==> src/rtl/dmem_arbiter.sv <==
// Arbitrates the single data-memory port between instruction fetch and load/store.
// Optional DMEM_ARB_RR_EN selects round-robin arbitration instead of fixed LS > IF priority.
module dmem_arbiter #(
    parameter int unsigned XLEN    = 64,
    parameter int unsigned TIMEOUT = 256
) (
    input  logic            clk,
    input  logic            rst,
    input  logic            if_req_valid,
    output logic            if_req_ready,
    input  logic [XLEN-1:0] if_addr,
    output logic            if_rsp_valid,
    output logic [XLEN-1:0] if_rsp_data,
    input  logic            ls_req_valid,
    output logic            ls_req_ready,
    input  logic            ls_wen,
    input  logic [XLEN-1:0] ls_addr,
    input  logic [XLEN-1:0] ls_wdata,
    input  logic [7:0]      ls_wmask,
    output logic            ls_rsp_valid,
    output logic [XLEN-1:0] ls_rsp_data,
    output logic            mem_req_valid,
    input  logic            mem_req_ready,
    output logic            mem_wen,
    output logic [XLEN-1:0] mem_addr,
    output logic [XLEN-1:0] mem_wdata,
    output logic [7:0]      mem_wmask,
    input  logic            mem_rsp_valid,
    input  logic [XLEN-1:0] mem_rsp_data,
    output logic            busy,
    output logic            timeout_err
);

    localparam int unsigned CntW = $clog2(TIMEOUT + 1);

    localparam logic [1:0] StIdle = 2'd0;
    localparam logic [1:0] StReq  = 2'd1;
    localparam logic [1:0] StWait = 2'd2;
    localparam logic [1:0] StResp = 2'd3;

    logic [1:0]      state;
    logic            owner;  // 0 = IF, 1 = LS
    logic [CntW-1:0] wait_cnt;
    logic [XLEN-1:0] rsp_data;
    logic            ls_win;
    logic            accept;

`ifdef DMEM_ARB_RR_EN
    logic            last_owner;
    // On conflict the side that did not complete the previous transaction wins.
    assign ls_win = ls_req_valid & (~if_req_valid | ~last_owner);
`else
    assign ls_win = ls_req_valid;
`endif

    assign ls_req_ready = (state == StIdle) & ls_win;
    assign if_req_ready = (state == StIdle) & if_req_valid & ~ls_win;
    assign accept       = if_req_ready | ls_req_ready;
    assign busy         = (state != StIdle);
    assign if_rsp_data  = rsp_data;
    assign ls_rsp_data  = rsp_data;

    always_ff @(posedge clk) begin
        if (rst) begin
            state         <= StIdle;
            owner         <= 1'b0;
            wait_cnt      <= '0;
            rsp_data      <= '0;
            if_rsp_valid  <= 1'b0;
            ls_rsp_valid  <= 1'b0;
            mem_req_valid <= 1'b0;
            mem_wen       <= 1'b0;
            mem_addr      <= '0;
            mem_wdata     <= '0;
            mem_wmask     <= '0;
            timeout_err   <= 1'b0;
`ifdef DMEM_ARB_RR_EN
            last_owner    <= 1'b0;
`endif
        end else begin
            case (state)
                StIdle: begin
                    if (accept) begin
                        owner         <= ls_win;
                        mem_wen       <= ls_win & ls_wen;
                        mem_addr      <= ls_win ? ls_addr : if_addr;
                        mem_wdata     <= ls_win ? ls_wdata : '0;
                        mem_wmask     <= ls_win ? ls_wmask : 8'h00;
                        mem_req_valid <= 1'b1;
                        state         <= StReq;
                    end
                end
                StReq: begin
                    if (mem_req_ready) begin
                        mem_req_valid <= 1'b0;
                        wait_cnt      <= '0;
                        state         <= StWait;
                    end
                end
                StWait: begin
                    if (wait_cnt != CntW'(TIMEOUT)) begin
                        wait_cnt <= wait_cnt + 1'b1;
                    end
                    // A response in the final allowed cycle still wins over the timeout.
                    if (mem_rsp_valid) begin
                        rsp_data     <= mem_wen ? '0 : mem_rsp_data;
                        if_rsp_valid <= ~owner;
                        ls_rsp_valid <= owner;
                        state        <= StResp;
                    end else if (wait_cnt >= CntW'(TIMEOUT - 1)) begin
                        timeout_err <= 1'b1;
                        state       <= StIdle;
                    end
                end
                StResp: begin
                    if_rsp_valid <= 1'b0;
                    ls_rsp_valid <= 1'b0;
`ifdef DMEM_ARB_RR_EN
                    last_owner   <= owner;
`endif
                    state        <= StIdle;
                end
                default: state <= StIdle;
            endcase
        end
    end

endmodule

==> config.mk <==
export PLATFORM = sky130hd
export DESIGN_NAME = dmem_arbiter
export DESIGN_NICKNAME = d
export VERILOG_FILES = /design/src/rtl/dmem_arbiter.sv
export SDC_FILE = /design/constraint.sdc
export NUM_CORES = 1
export LEC_CHECK = 0
export CAP_MARGIN = 20
export CORE_AREA = 3 3 209 211
export CTS_CLUSTER_DIAMETER = 30
export DETAILED_ROUTE_END_ITERATION = 7
export DIE_AREA = 0 0 212 214
export GPL_ROUTABILITY_DRIVEN = 0
export MAX_ROUTING_LAYER = met4
export PLACE_DENSITY = 0.58
export SKIP_CTS_REPAIR_TIMING = 1
export SLEW_MARGIN = 5
export SYNTH_ARGS = -nofsm -noshare
export SYNTH_HDL_FRONTEND = slang
export SYNTH_SLANG_ARGS = --single-unit
export TNS_END_PERCENT = 50
==> constraint.sdc <==
create_clock -name clk -period 2 [get_ports clk]
set_clock_uncertainty 0.1 [all_clocks]
set_input_delay 0.4 -clock clk [delete_from_list [all_inputs] [get_ports clk]]
set_output_delay 0.4 -clock clk [all_outputs]
set_load 0.01 [all_outputs]
==> metrics.yaml, run 1 <==
p_sw_share_pct: 25.7
multi_input_area_sq_um: 4030
hpwl_um: 25500
synth_top_cells_by_count: "217 x dfxtp_1, 144 x nor2_1, 74 x a22oi_1"
cts_root_buffer: "clkbuf_16"
grt_usage_pct: 14.9
final_util_pct: 42.2
yosysMostFrequentCell: "dfxtp_1"
clk_pin_slew_ps: 40
power_frac_seq_pct: 28.0
syn_inst: 975
cts_made_buffers: 56
clk_latency_ps: 580
nNetsFinal: 1742
drt_pass1_iterations: 4
pwr_density_cell_nw_per_um2: 982
finalPower_mw: 17.4
leakagePower_nw: 10.9
synth_area_leaders: "dfxtp_1 47%, mux2i_1 7.2%, a22oi_1 6.0%"
cp_max_fo: 3
internal-power_mw: 12.9
dieArea_sq_um: 45400
yosysSeqAreaShare_pct: 46.7
drc_errors: 0
ant_nets: 0
grt.overflow.total: 0
reg2reg_slack_ps: 110
io_pins: 543
cp.arrival_ps: 1510
violations: "negative setup slack"
p_sw_mw: 4.47
worstMarginPinSlew_ps: 533
finalHoldViolCount: 0
synth-seq-cells: 217
cp-end-kind: "output port"
final_max_slew_viol_count: 0
slew_headroom_pct: 64.5
antenna_found_initial: 1
ys_async_sr_fraction_pct: 0
via_per_inst: 4.40
critPathKind: "flop to output port"
drtIter0Drc: 486
drv_cap: 0
pwr-share-clk_pct: 55.4
port_buffers: 542
cp.required_ps: 1500
row_count: 75
synth_area_sq_um: 9300
peakVddDrop_uv: 692
setup_viol: 1
routed_wl_um: 35400
synth-edff-count: 0
wire_per_inst_um: 17.2
area_growth_syn_to_layout_pct: 90.4
cp-start-kind: "flop"
grt_pass1_wl_um: 52000
ff_latch_area_sq_um: 4350
fin_ws_ps: -12.1
hp-class: "input pin to flop"
start_util_pct: 22.2
die_h_um: 214
comb_power_share_pct: 16.6
synth.largest_area_cell: "dfxtp_1"
yosys.area.top_type_share_pct: 46.7
period_share_pct: 101
core_sq_um: 41900
cts.sinks: 217
htree_levels: 2
grt_pass1_vias: 9096
yosysWarnings: 0
status: "finished, violations left"
synth_nets: 1249
fillers: 3917
ys.flop_type: "dfxtp_1"
synth.avg_cell_area_sq_um: 9.54
cts_tree: "done"
rsz0062_at_grt: "yes"
final.min_clock_period_ps: 2010
clk_path_buf_depth: 3
max_freq_mhz: 497
layout-drive-gt1-share_pct: 14.4
die_w_um: 212
vias: 9041
synth_cell_types: 46
grt_max_degree: 76
whs_ps: 108
## path summary, 6_finish.rpt
check | startpoint | endpoint | cells after the start
setup / recovery | state[0]$_SDFFE_PP0P_ | if_req_ready | 4
hold / removal | rst | mem_wdata[34]$_SDFFE_PP0P_ | 2
setup reg to reg | wait_cnt[0]$_SDFFE_PP0P_ | timeout_err$_SDFFE_PP0P_ | 7
hold reg to reg | if_rsp_data[42]$_SDFFE_PP0P_ | if_rsp_data[42]$_SDFFE_PP0P_ | 2
## power by group through the flow
stage                     Clock [mW]  Combinational, mW  Sequential, mW
after detailed placement           0               2.97            4.95
after floorplan                    0               1.17            5.09
final                           9.63               2.89            4.87
after CTS                       9.85               2.99            4.88
after global placement             0               2.95            4.94
after global routing            10.1               3.11            4.90
## routing by layer
metal / global-route usage (%) / vias to the layer above / wire length [um]
li1: - / 4374 / -
met1: 16.0 / 4217 / 13400
met2: 25.9 / 381 / 18100
met3: 4.61 / 69 / 2870
met4: 5.14 / 0 / 980
met5: - / - / 0
## state kept, by name, indices dropped and copies added (netlist names)
| name | cells |
|---|---|
| mem_wmask | 8 |
| ls_rsp_valid | 1 |
| mem_wdata | 64 |
| wait_cnt | 9 |
| mem_req_valid | 1 |
| state | 2 |
| mem_wen | 1 |
| timeout_err | 1 |
| if_rsp_valid | 1 |
| if_rsp_data | 64 |
| owner | 1 |
| mem_addr | 64 |
## cell families after synthesis
logic type / after synthesis / share of synthesized area, %
flip-flops: 217 / 46.7
multiplexers: 67 / 7.21
buffers and inverters: 154 / 10.5
AO/OA/AOI/OAI: 231 / 18.9
AND/OR/NAND/NOR: 303 / 16.3
adder cells (fa/ha/maj): 3 / 0.404
## layout by cell type, fill, tap and decap left out, types with 3 or more instances in the layout
cell and instances:
dfxtp_2 3, a211oi_2 31, clkinv_4 6, mux2i_1 67, a21oi_1 62, and3_1 3
nand2_1 69, buf_12 14, inv_1 5, clkbuf_1 4, ha_1 3, dfxtp_1 214
a21oi_2 10, clkbuf_8 5, nand3b_1 55, clkinv_2 11, clkdlybuf4s50_1 269, a311oi_1 3
a22oi_1 74, a211oi_1 34, buf_6 3, nand3_1 4, or3_1 3, clkbuf_16 57
bufinv_16 10, dlymetal6s2s_1 268, nand2b_1 3, nand3b_2 10, clkinvlp_4 10, nor2_1 143
buf_4 27
## worst max-delay path: stages (launching register included)
cell	delay, ps
dfxtp_2	320
nor2_4	190
nand2_2	120
nor2_4	150
clkbuf_2	150
## cell type report
type                            instances  area share, %
Antenna cell                            1         0.0141
Clock buffer                           65           8.45
Clock inverter                         41           3.16
Inverter                                5          0.106
Multi-Input combinational cell        604           22.7
Sequential cell                       217           24.5
Tap cell                              539           3.81
Timing Repair Buffer                  584           37.2
## stage by stage
step                      setup slack [ps]  cell area (sq um)  instances  TNS (ps)
after CTS                             -728              17000       2051    -11340
after global routing                  -106              17700       2056      -180
after global placement                -283              14900       1945      -283
after detailed placement              -294              14900       1945      -341
final                                -12.1              17700       2056     -12.1
after floorplan                        255               9300        975         0
Note: power is estimated with default switching activity, not from simulation.
==> inputs of run 2 (changes only) <==
--- a/config.mk
+++ b/config.mk
@@ -5,7 +5,6 @@
 export SDC_FILE = /design/constraint.sdc
 export NUM_CORES = 1
 export LEC_CHECK = 0
-export CAP_MARGIN = 20
 export CORE_AREA = 3 3 209 211
 export CTS_CLUSTER_DIAMETER = 30
 export DETAILED_ROUTE_END_ITERATION = 7
==> results of run 2 <==
Final layout, timing and power as in run 1 (identical DEF).
